### config.mk
export PLATFORM = sky130hd
export DESIGN_NAME = mod_exp_ctrl
export DESIGN_NICKNAME = d
export VERILOG_FILES = /design/src/rtl/mod_exp_ctrl.sv
export SDC_FILE = /design/constraint.sdc
export NUM_CORES = 1
export LEC_CHECK = 0
export BUFFER_PORTS_ARGS = -buffer_cell sky130_fd_sc_hd__buf_2
export CORE_UTILIZATION = 51
export CTS_CLUSTER_DIAMETER = 120
export CTS_CLUSTER_SIZE = 24
export DETAILED_ROUTE_END_ITERATION = 8
export PLACE_DENSITY = 0.77
export SLEW_MARGIN = 30
export SYNTH_ARGS = -nofsm -noshare
export SYNTH_HDL_FRONTEND = slang
export SYNTH_SLANG_ARGS = --single-unit
### constraint.sdc
create_clock -name clk -period 3.2 [get_ports clk]
set_input_delay 0.32 -clock clk [delete_from_list [all_inputs] [get_ports clk]]
set_output_delay 0.32 -clock clk [all_outputs]
set_load 0.01 [all_outputs]
### src/rtl/mod_exp_ctrl.sv
// Left-to-right square-and-multiply sequencer driving an external Montgomery multiplier.
// Optional MEX_FROM_MONT_EN adds a final acc*1 multiplication so the result leaves the Montgomery domain.
module mod_exp_ctrl #(
  parameter int WIDTH     = 32,
  parameter int EXP_WIDTH = 32
) (
  input  logic                 clk,
  input  logic                 rst,
  input  logic                 start,
  input  logic [7:0]           len,
  input  logic [7:0]           exp_len,
  input  logic [EXP_WIDTH-1:0] exponent,
  input  logic [WIDTH-1:0]     base_m,
  input  logic [WIDTH-1:0]     one_m,
  input  logic [WIDTH-1:0]     modulus,
  output logic                 mm_start,
  output logic [WIDTH-1:0]     mm_a,
  output logic [WIDTH-1:0]     mm_b,
  output logic [7:0]           mm_len,
  output logic [WIDTH-1:0]     mm_modulus,
  input  logic                 mm_done,
  input  logic [WIDTH-1:0]     mm_result,
  output logic                 busy,
  output logic                 done,
  output logic [WIDTH-1:0]     result,
  output logic                 err,
  output logic [7:0]           mm_count
);

  localparam int         IW      = (EXP_WIDTH > 1) ? $clog2(EXP_WIDTH) : 1;
  localparam logic [8:0] EXP_MAX = 9'(EXP_WIDTH);

  typedef enum logic [2:0] {
    S_IDLE,
    S_SQ_ISS,
    S_SQ_WAIT,
    S_MU_ISS,
    S_MU_WAIT,
`ifdef MEX_FROM_MONT_EN
    S_CV_ISS,
    S_CV_WAIT,
`endif
    S_FIN
  } state_t;

  state_t               r_state;
  logic [7:0]           r_len;
  logic [EXP_WIDTH-1:0] r_exp;
  logic [WIDTH-1:0]     r_base;
  logic [WIDTH-1:0]     r_mod;
  logic [WIDTH-1:0]     r_acc;
  logic [7:0]           r_idx;
  logic                 r_bad;
  logic                 r_mm_start;
  logic [WIDTH-1:0]     r_mm_a;
  logic [WIDTH-1:0]     r_mm_b;
  logic                 r_busy;
  logic                 r_done;
  logic                 r_err;
  logic [WIDTH-1:0]     r_result;
  logic [7:0]           r_mm_count;

  logic                 w_bit;
  logic                 w_last;
  logic                 w_exp_bad;

  assign w_bit     = r_exp[r_idx[IW-1:0]];
  assign w_last    = (r_idx == 8'd0);
  assign w_exp_bad = ({1'b0, exp_len} > EXP_MAX);

  assign mm_start   = r_mm_start;
  assign mm_a       = r_mm_a;
  assign mm_b       = r_mm_b;
  assign mm_len     = r_len;
  assign mm_modulus = r_mod;
  assign busy       = r_busy;
  assign done       = r_done;
  assign result     = r_result;
  assign err        = r_err;
  assign mm_count   = r_mm_count;

  always_ff @(posedge clk) begin
    if (rst) begin
      r_state    <= S_IDLE;
      r_len      <= '0;
      r_exp      <= '0;
      r_base     <= '0;
      r_mod      <= '0;
      r_acc      <= '0;
      r_idx      <= '0;
      r_bad      <= 1'b0;
      r_mm_start <= 1'b0;
      r_mm_a     <= '0;
      r_mm_b     <= '0;
      r_busy     <= 1'b0;
      r_done     <= 1'b0;
      r_err      <= 1'b0;
      r_result   <= '0;
      r_mm_count <= '0;
    end else begin
      // NOTE: pulse outputs default low here and are overridden later in the same block;
      // with non-blocking assignments the last write wins, so no else-branches are needed.
      r_mm_start <= 1'b0;
      r_done     <= 1'b0;
      case (r_state)
        S_IDLE: begin
          // The done cycle itself is not an accept slot; a new start is taken the cycle after.
          if (start && !r_done) begin
            r_len      <= len;
            r_exp      <= exponent;
            r_base     <= base_m;
            r_mod      <= modulus;
            r_acc      <= one_m;
            r_idx      <= exp_len - 8'd1;
            r_mm_count <= 8'd0;
            r_busy     <= 1'b1;
            r_err      <= 1'b0;
            r_bad      <= w_exp_bad;
            if (w_exp_bad) begin
              r_acc   <= '0;
              r_state <= S_FIN;
            end else if (exp_len == 8'd0) begin
`ifdef MEX_FROM_MONT_EN
              r_mm_a     <= one_m;
              r_mm_b     <= WIDTH'(1);
              r_mm_start <= 1'b1;
              r_mm_count <= 8'd1;
              r_state    <= S_CV_ISS;
`else
              r_state    <= S_FIN;
`endif
            end else begin
              r_mm_a     <= one_m;
              r_mm_b     <= one_m;
              r_mm_start <= 1'b1;
              r_mm_count <= 8'd1;
              r_state    <= S_SQ_ISS;
            end
          end
        end

        S_SQ_ISS: r_state <= S_SQ_WAIT;
        S_MU_ISS: r_state <= S_MU_WAIT;

        S_SQ_WAIT, S_MU_WAIT: begin
          if (mm_done) begin
            r_acc <= mm_result;
            if (r_state == S_SQ_WAIT && w_bit) begin
              r_mm_a     <= mm_result;
              r_mm_b     <= r_base;
              r_mm_start <= 1'b1;
              r_mm_count <= r_mm_count + 8'd1;
              r_state    <= S_MU_ISS;
            end else if (w_last) begin
`ifdef MEX_FROM_MONT_EN
              r_mm_a     <= mm_result;
              r_mm_b     <= WIDTH'(1);
              r_mm_start <= 1'b1;
              r_mm_count <= r_mm_count + 8'd1;
              r_state    <= S_CV_ISS;
`else
              r_state    <= S_FIN;
`endif
            end else begin
              r_idx      <= r_idx - 8'd1;
              r_mm_a     <= mm_result;
              r_mm_b     <= mm_result;
              r_mm_start <= 1'b1;
              r_mm_count <= r_mm_count + 8'd1;
              r_state    <= S_SQ_ISS;
            end
          end
        end

`ifdef MEX_FROM_MONT_EN
        S_CV_ISS: r_state <= S_CV_WAIT;

        S_CV_WAIT: begin
          if (mm_done) begin
            r_acc   <= mm_result;
            r_state <= S_FIN;
          end
        end
`endif

        S_FIN: begin
          r_result <= r_acc;
          r_err    <= r_bad;
          r_done   <= 1'b1;
          r_busy   <= 1'b0;
          r_state  <= S_IDLE;
        end

        default: r_state <= S_IDLE;
      endcase
    end
  end

endmodule
### Yosys cells after proc, flatten, opt, wreduce, memory -nomap -nowiden

Cells that the tools add are included.

* add/subtract/negate cells: 3
* multipliers: 0
* divide/modulo/power cells: 0
* order comparisons: 2
* equal/unequal tests: 12
* shift-type cells: 0
* multiplexer cells: 47
* bitwise logic cells: 0
* reduce and logical (&&, ||, !) cells: 16

Operator list (count)
* 32-bit 2-to-1 mux: 11
* 32-bit case mux with 2 select lines: 3
* 8-bit 2-to-1 mux: 8
* 8-bit case mux with 2 select lines: 2
* 3-bit 2-to-1 mux: 6
* 8-bit zero test: 2
* 8-bit by 1-bit subtractor with 8-bit output (second input constant): 2
* 1-bit 2-to-1 mux: 12
* 2-bit != test (second input constant): 6
* 3-bit case mux with 4 select lines: 1
* 8-bit by 1-bit adder with 8-bit output (second input constant): 1
* 8-bit by 6-bit greater-than comparator with 1-bit output (second input constant): 1
* 3-bit by 2-bit == test with 1-bit output (second input constant): 2
* 3-bit == test (second input constant): 2
* 5-bit by 6-bit < comparator with 1-bit output (second input constant): 1
* 1-bit case mux with 2 select lines: 3
* 2-bit AND reduction: 3
* 6-bit AND reduction: 1
* 1-bit binary-select mux with 5-bit select: 1
* 5-bit AND reduction: 1
* 4-bit AND reduction: 1
* 2-bit nonzero test: 2
* 3-bit by 1-bit == test with 1-bit output (second input constant): 1
* 3-bit zero test: 1
* other kinds (5): 6

* flip-flop bits (word level): 256
* bits in latches: 0
* RAM bits: 0
* memory bits (read-only): 0
* input bits: 180
* output and inout port bits: 148
* memories: 0

### Depth between registers and ports, before layout

Gate-level depths: netlist of run 1.

* depth after elaboration: 6
* gate-level depth with buffers: 13
* mapped depth without buffers: 10

### Least setup slack after synthesis of run 1

OpenSTA, ideal clock, no wires.

* kind: register to register
* start: reg r_state[2]
* end: reg r_idx[6]
* library setup time: 0.135 ns
* arrival: 2.501 ns
* data required time: 3.065 ns
* setup slack: 0.564 ns
* cell stages (with the launch flop): 14
* clock period less this slack: 2.636 ns
* path through: dfxtp_1 -> xor2_1 -> nand2b_1 -> clkbuf_1 -> clkbuf_1 -> buf_1 -> nor2_1 -> a21oi_1 -> ha_1 -> inv_1 -> a221oi_1 -> nor2_1 -> a311oi_1 -> a311oi_1

* cells in the longest elaborated chain, start to end: 4

Ends and longest elaborated chain
* start, declared: line 46 `state_t r_state;`
* start signal, assigned: line 84 `r_state <= S_IDLE;`
* start signal, assigned: line 121 `r_state <= S_FIN;`
* start signal, assigned: line 130 `r_state <= S_FIN;`
* 3-bit by 2-bit == test with 1-bit output or 3-bit == test (tied branches): line 105, 148
* 2-bit OR reduction or 1-bit logical AND (tied branches): line 105, 148
* 2-bit != test (no line) or 2-bit nonzero test (tied branches)
* 5-bit AND reduction (no line)
* end signal, assigned: line 114 `r_idx <= exp_len - 8'd1;`
* end signal, assigned: line 165 `r_idx <= r_idx - 8'd1;`
* end, declared: line 52 `logic [7:0] r_idx;`

Several ways; a longest one is shown, not always the timed one.
A chain may end at the register's enable or synchronous reset.

### Final worst setup path of run 1

* start: reg r_idx[1]
* end: reg r_mm_b[31], in the netlist mm_b[31]

* cells in the longest elaborated chain, start to end: 6

Ends and longest elaborated chain
* 1-bit binary-select mux with 5-bit select: line 67 `assign w_bit = r_exp[r_idx[IW-1:0]];`
* 1-bit 2-to-1 mux (not written as such): line 67
* 1-bit logical AND: line 148 `if (r_state == S_SQ_WAIT && w_bit) begin`
* 32-bit 2-to-1 mux: line 148
* 32-bit 2-to-1 mux: line 146 `if (mm_done) begin`
* 32-bit case mux with 2 select lines: line 105 `case (r_state)`
* end signal, assigned: line 134 `r_mm_b <= one_m;`
* end signal, assigned: line 150 `r_mm_b <= r_base;`
* end signal, assigned: line 167 `r_mm_b <= mm_result;`
* end, declared: line 56 `logic [WIDTH-1:0] r_mm_b;`

Several ways; a longest one is shown, not always the timed one. The select of a mux whose other input is x is not followed.

==> results.json, run 1 <==
{
  "start_util_pct": 52.7,
  "pwr-share-clk_pct": 16.8,
  "antenna_found_initial": 3,
  "synth_area_per_cell_um2": 8.21,
  "die_h_um": 144,
  "synth_area_mm2": 0.0104,
  "cpMaxStageDelayCell": "dfxtp_1",
  "maxCapViolations": 0,
  "ioPinCount": 328,
  "area_growth_pct": 20.8,
  "ctsRootBufferMaster": "clkbuf_16",
  "detail-route-antenna-nets": 0,
  "power.density_mw_per_mm2": 892,
  "ys_types": 58,
  "worst_slew_pin_slew_ns": 0.902,
  "grt_pass1_vias": 9056,
  "ys_seq_elements": 256,
  "start_kind": "flop",
  "track_usage_pct": 29.5,
  "syn_nets": 1443,
  "routed_wl_um": 31900,
  "fin_crit_ns": 2.93,
  "yosys.area.top_type": "dfxtp_1",
  "wl_per_cell_um": 17.9,
  "drc": 0,
  "drive_above_1_share_pct": 25.8,
  "grt_setup_unrepaired": "false",
  "cts_buffer_depth": 3,
  "clock_latency_ns": 0.50,
  "grt-ovfl-total": 0,
  "pwr-share-comb_pct": 43.2,
  "ir_drop_mv": 0.761,
  "p_int_mw": 6.46,
  "synth_cells": 1261,
  "cp.required_ns": 3.60,
  "total_power_mw": 11.2,
  "post-place-ws_ns": 0.360,
  "first_pass_iters": 5,
  "status": "finished clean",
  "cp_top_family": "compound AO/OA/AOI/OAI gates",
  "num_rows": 51,
  "period_share_pct": 91.5,
  "synthTopCellsByArea": "dfxtp_1 50%, nand2_1 12%, a21oi_1 7.3%",
  "drt-initial-drc-count": 920,
  "dp.cells": 1768,
  "dp_hpwl_um": 23100,
  "htree_levels": 1,
  "p_sw_share_pct": 42.1,
  "seqPwrFrac_pct": 40.0,
  "cts.sinks": 256,
  "arrival_ns": 3.32,
  "cts_tree": "done",
  "numCtsBuffers": 14,
  "final_max_slew_viol_count": 0,
  "viasPerCell": 5.70,
  "cts_setup_buffers": 0,
  "fin_worst_skew_ns": 0.0376,
  "path_cells": "buf_4 > mux2_2 > o22ai_1 > o22ai_2 > o311a_2 > buf_4 > o21ai_0 > a21oi_1 > a211oi_1",
  "die_w_um": 144,
  "layout_setup_ws_ns": 0.272,
  "design_area_mm2": 0.0125,
  "min_path_type": "input port to flop",
  "path_buf_inv": 2,
  "synthFlopType": "dfxtp_1",
  "grt_max_degree": 113,
  "crit_path_max_fanout": 64,
  "io_buffers": 327,
  "dpl_cell_area_mm2": 0.0121,
  "final_core_util_pct": 63.6,
  "synth_warnings": 0,
  "end_kind": "flop",
  "synth.most_common_cell": "nand2_1",
  "grt_pass1_wl_um": 48300,
  "vias": 10188,
  "crit_top_cell": "buf_4",
  "synth_edf_count": 0,
  "ctsResizeCount": 0,
  "p_leak_nw": 5.31,
  "synth.top_cell.area_share_pct": 49.5,
  "final-hold-violation-count": 0,
  "ys_seq_area_share_pct": 49.5,
  "crit_type": "flop to flop",
  "fmax_mhz": 342,
  "async_flop_share_pct": 0,
  "power.switching_mw": 4.69,
  "critPathMaxStageDelay_ns": 0.51,
  "nets": 1701,
  "fin_hold_ws_ns": 0.0605,
  "place_congestion": 0.917,
  "core_mm2": 0.0197,
  "final_cells": 1786,
  "cts_hold_buf": 0,
  "synth_commonest_cells": "334 x nand2_1, 256 x dfxtp_1, 152 x a21oi_1",
  "setup_tns_ns": 0,
  "clk_pin_slew_ns": 0.11,
  "die_area_mm2": 0.0209,
  "slew_headroom_pct": 39.6,
  "setup_viol": 0
}
==> sequential cells by signal, indices dropped and copies added (netlist names), 32 cells and up <==
name	cells
r_acc	32
mm_b	32
r_exp	32
r_base	32
mm_modulus	32
result	32
mm_a	32
==> placed cells by master (no fill, tap or decap), types with 3 or more instances in the layout <==
| cell | netlist | routed |
|---|---|---|
| clkbuf_16 | 0 | 15 |
| a22oi_1 | 3 | 3 |
| a211oi_1 | 36 | 36 |
| dfxtp_1 | 256 | 256 |
| buf_2 | 10 | 326 |
| buf_4 | 1 | 19 |
| nor3_1 | 6 | 5 |
| nand2b_1 | 6 | 4 |
| o21ai_0 | 32 | 32 |
| nand3_1 | 3 | 3 |
| nor2_1 | 114 | 113 |
| or3_1 | 13 | 13 |
| or2_2 | 3 | 3 |
| a31oi_1 | 4 | 3 |
| nand2_1 | 334 | 334 |
| a21oi_1 | 152 | 152 |
| a22o_1 | 32 | 32 |
| and2_1 | 5 | 5 |
| mux2_2 | 5 | 5 |
| o31ai_1 | 3 | 3 |
| inv_1 | 7 | 7 |
| mux2i_1 | 10 | 10 |
| and3_1 | 3 | 3 |
| a311oi_1 | 70 | 70 |
| o21ai_1 | 18 | 18 |
==> routing by layer <==
metal / wire length (um) / vias up / global-route usage [%]
met1: 14000 / 4730 / 41.0
li1: - / 4928 / -
met3: 2870 / 58 / 6.29
met5: 13 / - / 0
met2: 14000 / 470 / 45.1
met4: 1080 / 2 / 10.1
==> power by group through the flow <==
stage          combinational [mW]  sequential (mW)  clock (mW)
6_report                     4.82             4.46        1.88
5_1_grt                      5.32             4.54        2.03
4_1_cts                      4.77             4.45        1.92
3_5_place_dp                 4.75             4.52           0
3_3_place_gp                 4.63             4.49           0
2_1_floorplan                3.28             4.50           0
==> worst paths after layout <==
check | end | slack [ns] | from | depth (start not counted)
worst min-delay path | r_exp[12] | 0.06 | exponent[12] | 3
worst min register to register | mm_modulus[5] | 0.45 | mm_modulus[5] | 2
worst max register to register | mm_b[31] | 0.27 | r_idx[1] | 9
worst max-delay path | mm_b[31] | 0.27 | r_idx[1] | 9
==> cell families after synthesis <==
| logic type | after synthesis | synth area share (%) |
|---|---|---|
| compound gates | 373 | 24.1 |
| flops | 256 | 49.5 |
| fa+ha+maj | 2 | 0.242 |
| xor+xnor | 1 | 0.0846 |
| mux | 17 | 1.95 |
| simple gates | 499 | 19.4 |
| buf+inv | 113 | 4.73 |
==> layout make-up <==
| class | instances | area, um^2 |
|---|---|---|
| Multi-Input combinational cell | 892 | 4810 |
| Sequential cell | 256 | 5120 |
| Timing Repair Buffer | 348 | 1830 |
| Antenna cell | 2 | 5.00 |
| Fill cell | 1794 | 7150 |
| Clock inverter | 1 | 8.76 |
| Tap cell | 265 | 332 |
| Inverter | 7 | 26.3 |
| Clock buffer | 15 | 375 |
==> worst register-to-register path: stages (launching register included) <==
cell      delay, ns
dfxtp_1        0.51
buf_4          0.27
mux2_2         0.36
o22ai_1        0.16
o22ai_2        0.13
o311a_2        0.41
buf_4          0.32
o21ai_0        0.31
a21oi_1        0.09
a211oi_1       0.27
Note: power is estimated with default switching activity, not from simulation.
==> inputs of run 2 (changes only) <==
Settings changed: ABC_AREA from default to 1, CORE_UTILIZATION 51 to 52.
==> results.json, run 2 <==
{
  "start_util_pct": 53.4,
  "slew_headroom_pct": 61.0,
  "setup_tns_ns": 0,
  "fmax_mhz": 391,
  "detail-route-antenna-nets": 0,
  "viasPerCell": 5.21,
  "synth_edf_count": 0,
  "antenna_found_initial": 8,
  "fillerInstances": 2004,
  "final_common_cell": "nand2_1",
  "synth-simple-area-share_pct": 33.5,
  "multiInputGateArea_mm2": 0.00512,
  "vias": 11546,
  "min_path_type": "input port to flop",
  "grt_setup_unrepaired": "false",
  "cts_setup_buffers": 0,
  "synth.most_common_cell": "nand2_1",
  "final_cell_mix": "401 x nand2_1, 327 x buf_2, 305 x nor2_1",
  "clk_pin_slew_ns": 0.10,
  "start_kind": "flop",
  "crit_type": "flop to flop",
  "first_pass_iters": 6,
  "cts_hold_buf": 0,
  "drt-initial-drc-count": 1063,
  "nets": 2112,
  "cp.required_ns": 3.59,
  "grt_max_degree": 106,
  "core_mm2": 0.0212,
  "maxCapViolations": 0,
  "num_rows": 53,
  "htree_levels": 1,
  "syn_nets": 1864,
  "track_usage_pct": 30.1,
  "drive_above_1_share_pct": 19.9,
  "grt_pass1_vias": 10606,
  "ioPinCount": 328,
  "synthTopCellsByArea": "dfxtp_1 45%, nand2_1 13%, nor2_1 10%",
  "synth_top_family_by_area": "simple AND/OR/NAND/NOR gates",
  "synth_area_mm2": 0.0113,
  "total_power_mw": 13.1,
  "synthFlopType": "dfxtp_1",
  "synth_warnings": 0,
  "yosys.area.top_type": "dfxtp_1",
  "ys_types": 29,
  "ir_drop_mv": 0.636,
  "synth_xor_area_share_pct": 0.698,
  "status": "finished clean",
  "final-seq-area_mm2": 0.00512,
  "final-hold-violation-count": 0,
  "drc": 0,
  "p_leak_nw": 6.86,
  "reg2reg_slack_ns": 0.65,
  "routed_wl_um": 34000,
  "arrival_ns": 2.95,
  "fin_hold_ws_ns": 0.0517,
  "numCtsBuffers": 14,
  "crit_path_max_fanout": 40,
  "cts_tree": "done",
  "cts.sinks": 256,
  "ys_seq_area_share_pct": 45.4,
  "dp_hpwl_um": 24500,
  "power.density_mw_per_mm2": 977,
  "die_area_mm2": 0.0223,
  "synthMuxAreaShare_pct": 0.0886,
  "area_growth_pct": 18.5,
  "fin_crit_ns": 2.55,
  "async_flop_share_pct": 0,
  "grt-ovfl-total": 0,
  "period_share_pct": 79.8,
  "setup_viol": 0,
  "wl_per_cell_um": 15.3,
  "final_max_slew_viol_count": 0,
  "ys_seq_elements": 256,
  "synthAdderAreaFrac_pct": 0.222,
  "end_kind": "flop",
  "place_congestion": 0.933,
  "synth_area_per_cell_um2": 6.72,
  "synth_commonest_cells": "402 x nand2_1, 306 x nor2_1, 256 x dfxtp_1",
  "ctsResizeCount": 0,
  "grt_pass1_wl_um": 53800,
  "synth_cells": 1682,
  "worst_slew_pin_slew_ns": 0.585,
  "io_buffers": 327,
  "die_w_um": 149,
  "die_h_um": 149,
  "synth.top_cell.area_share_pct": 45.4,
  "fin_worst_skew_ns": 0.0129,
  "synth_compound_area_share_pct": 10.7,
  "ctsRootBufferMaster": "clkbuf_16",
  "clock_latency_ns": 0.49,
  "cts_buffer_depth": 3
}
run 2: cell count changes after synthesis, moves of 13 or more:
cell / previous run / this run
a211oi_1: 36 / 0
a21oi_1: 152 / 44
a22o_1: 32 / 0
a311oi_1: 70 / 0
a31oi_1: 4 / 33
buf_2: 10 / 27
inv_1: 7 / 137
nand2_1: 334 / 402
nand3_1: 3 / 155
nand4_1: 2 / 36
nor2_1: 114 / 306
o21ai_0: 32 / 151
or3_1: 13 / 0
run 2: worst max-delay path: stages, from the launching register on:
cell and delay [ns]:
dfxtp_1 0.38, buf_4 0.22, or2_2 0.29, nand3_1 0.07, nand3_1 0.07, nand3_1 0.07
nand2_1 0.06, inv_2 0.05, nand2_2 0.06, nand2_2 0.09, buf_4 0.40, nand2_1 0.11
nand2_1 0.08, nand2_1 0.04, buf_4 0.23, nor2_1 0.14, nor2_1 0.06
run 2: power by group:
part	switching [mW]	leakage, nW	total [mW]	internal (mW)
Sequential	0.571	2.10	4.78	4.21
Clock	1.05	0.189	1.90	0.848
Combinational	4.32	4.57	6.40	2.07
Total	5.94	6.86	13.1	7.14
run 2: layout make-up:
type                    count  share of cell area [%]
flip-flops and latches    256                    38.3
multi-input cells        1164                    38.3
repair buffers            347                    13.6
inverters                 147                    4.17
clock buffers              15                    2.80
well taps                 275                    2.57
diodes                     10                   0.187
clock inverters             1                  0.0654
run 2: cell families (layout without fill, tap and decap cells):
group / after synthesis / count (layout)
multiplexers: 1 / 1
AO/OA/AOI/OAI: 234 / 234
other: 0 / 10
AND/OR/NAND/NOR: 918 / 918
buffers and inverters: 262 / 510
adder cells (fa/ha/maj): 2 / 2
XOR/XNOR: 9 / 9
flip-flops: 256 / 256
run 2: metal layers:
metal / wire length (um) / up-vias / global-route usage (%)
met3: 3130 / 85 / 6.76
met5: 13 / - / 0
met2: 14400 / 498 / 45.4
met4: 1540 / 2 / 13.2
met1: 14900 / 5110 / 41.2
li1: - / 5851 / -
run 2: stage by stage:
step                      utilization [%]  worst slack, ns  instance area, um^2  cells
after global routing                 63.2            0.329                13400   2208
after global placement               61.3            0.545                13000   2189
after detailed placement             61.3            0.681                13000   2189
after floorplan                         -             1.34                11300   1682
after CTS                            63.2            0.640                13400   2205
final                                63.3            0.646                13400   2215
run 2: worst paths after layout:
path                                 from   endpoint  cells after the start
worst max register to register   r_idx[0]   mm_a[12]                     16
worst min register to register   r_acc[3]  result[3]                      2
worst min-delay path            base_m[3]  r_base[3]                      3
worst max-delay path             r_idx[0]   mm_a[12]                     16
==> inputs of run 3 (changes only) <==
Settings changed: CORE_UTILIZATION 52 to 47, PLACE_DENSITY 0.77 to 0.73.
Clock period 3.2 ns to 2.11 ns, I/O delays scaled along.
==> results.json, run 3 (synthesis gave the netlist of run 2 again) <==
{
  "status": "finished clean",
  "fin_crit_ns": 2.08,
  "seqPwrFrac_pct": 31.9,
  "fin_hold_ws_ns": 0.00514,
  "multiInputGateArea_mm2": 0.00551,
  "worst_slew_pin_slew_ns": 0.668,
  "dpl_cell_area_mm2": 0.0134,
  "antenna_found_initial": 0,
  "io_buffers": 327,
  "grt_pass1_wl_um": 57700,
  "final_max_slew_viol_count": 0,
  "p_int_mw": 12.4,
  "p_leak_nw": 7.63,
  "wl_per_cell_um": 16.6,
  "first_pass_iters": 6,
  "final_cells": 2385,
  "critPathMaxStageDelay_ns": 0.42,
  "cts.sinks": 256,
  "grt_setup_unrepaired": "true",
  "arrival_ns": 2.48,
  "slew_headroom_pct": 55.5,
  "p_sw_share_pct": 45.7,
  "crit_type": "flop to flop",
  "path_cells": "buf_6 > nor2_4 > nor2_2 > nand2_1 > nand2_1 > nand2_1 > nand2_1 > nand3_2 > nand2_4 > nand2_8 > nand2_8 > nand3_4 > clkbuf_16 > nor2_2 > nor2_1",
  "period_share_pct": 98.5,
  "grt_max_degree": 106,
  "cpMaxStageDelayCell": "dfxtp_4",
  "fmax_mhz": 481,
  "min_path_type": "input port to flop",
  "final_cell_mix": "377 x nand2_1, 327 x buf_2, 273 x nor2_1",
  "pwr-share-clk_pct": 12.8,
  "path_buf_inv": 2,
  "vias": 12550,
  "pwr-share-comb_pct": 55.3,
  "clock_latency_ns": 0.50,
  "end_kind": "flop",
  "cp_top_family": "simple AND/OR/NAND/NOR gates",
  "viasPerCell": 5.26,
  "die_h_um": 157,
  "design_area_mm2": 0.0154,
  "maxCapViolations": 0,
  "fin_worst_skew_ns": 0.0243,
  "drive_above_1_share_pct": 24.1,
  "cts_tree": "done",
  "detail-route-antenna-nets": 0,
  "setup_tns_ns": 0,
  "post-place-ws_ns": -0.0148,
  "start_kind": "flop",
  "core_mm2": 0.0235,
  "num_rows": 56,
  "htree_levels": 1,
  "dp.cells": 2261,
  "die_area_mm2": 0.0247,
  "final-hold-violation-count": 0,
  "area_growth_pct": 36.4,
  "final_common_cell": "nand2_1",
  "fillerInstances": 2108,
  "grt_pass1_vias": 11388,
  "die_w_um": 157,
  "power.density_mw_per_mm2": 1480,
  "track_usage_pct": 29.5,
  "start_util_pct": 48.0,
  "drt-initial-drc-count": 1302,
  "final-seq-area_mm2": 0.00513,
  "dp_hpwl_um": 25500,
  "crit_top_cell": "nand2_1",
  "ir_drop_mv": 0.882,
  "cp.required_ns": 2.52,
  "routed_wl_um": 39500,
  "grt-ovfl-total": 0,
  "crit_path_max_fanout": 8,
  "numCtsBuffers": 14,
  "layout_setup_ws_ns": 0.0311,
  "drc": 0,
  "ctsRootBufferMaster": "clkbuf_16",
  "setup_viol": 0,
  "power.switching_mw": 10.5,
  "nets": 2247,
  "clk_pin_slew_ns": 0.10,
  "ioPinCount": 328,
  "place_congestion": 0.930,
  "cts_buffer_depth": 3
}
[run 3: changes by cell type in the layout (fill, tap and decap cells not counted), moves of 11 or more]
| cell | previous run | this run |
|---|---|---|
| dlygate4sd3_1 | 0 | 90 |
| nor2_1 | 305 | 273 |
| nand2_1 | 401 | 377 |
| nor2_4 | 0 | 18 |
| buf_4 | 17 | 33 |
| nor2_2 | 3 | 17 |
| buf_12 | 3 | 15 |
| nand2_2 | 4 | 15 |
| nand2_4 | 2 | 13 |
[run 3: what timing repair did]
action                                 CTS  global route
hold buffers                            90             0
endpoints found under the hold margin   90             0
gates cloned                             0            12
resized for setup                        3           116
pin swaps                                0            34
setup buffers                            0             5
setup endpoints to repair               15           114
[run 3: worst paths after layout]
kind	from	end	slack (ns)	cells after the start
hold / removal	len[6]	mm_len[6]	0.005	3
setup reg to reg	r_idx[0]	mm_b[20]	0.03	15
setup / recovery	r_idx[0]	mm_b[20]	0.03	15
hold reg to reg	r_acc[10]	result[10]	0.45	2
[run 3: layout make-up]
class                           count  area share, %
Antenna cell                        1         0.0162
Clock buffer                       15           2.44
Clock inverter                      1         0.0569
Inverter                          147           3.69
Multi-Input combinational cell   1165           35.7
Sequential cell                   256           33.3
Tap cell                          319           2.59
Timing Repair Buffer              481           22.1
[run 3: routing by layer]
| layer | track usage [%] | routed length (um) | vias up |
|---|---|---|---|
| met5 | 0 | 0 | - |
| li1 | - | - | 6119 |
| met1 | 39.8 | 16800 | 5723 |
| met2 | 48.7 | 18000 | 626 |
| met3 | 4.30 | 3580 | 82 |
| met4 | 8.55 | 1170 | 0 |
[run 3: worst register-to-register path: stages (launching register included)]
cell,delay (ns)
dfxtp_4,0.42
buf_6,0.15
nor2_4,0.04
nor2_2,0.10
nand2_1,0.06
nand2_1,0.05
nand2_1,0.04
nand2_1,0.07
nand3_2,0.09
nand2_4,0.12
nand2_8,0.09
nand2_8,0.12
nand3_4,0.20
clkbuf_16,0.27
nor2_2,0.12
nor2_1,0.05
[run 3: power by group through the flow]
stage          logic, mW  clock network [mW]  registers, mW
6_report            12.6                2.92           7.29
2_1_floorplan       6.67                   0           7.54
3_3_place_gp        10.1                   0           7.27
3_5_place_dp        10.2                   0           7.31
5_1_grt             13.9                3.12           7.44
4_1_cts             10.4                2.96           7.21
[run 3: through the flow]
step	power [mW]	util [%]
global placement	17.3	56.9
CTS	20.6	62.4
detailed placement	17.6	56.9
floorplan	14.2	-
global route	24.4	65.4
finish	22.9	65.4
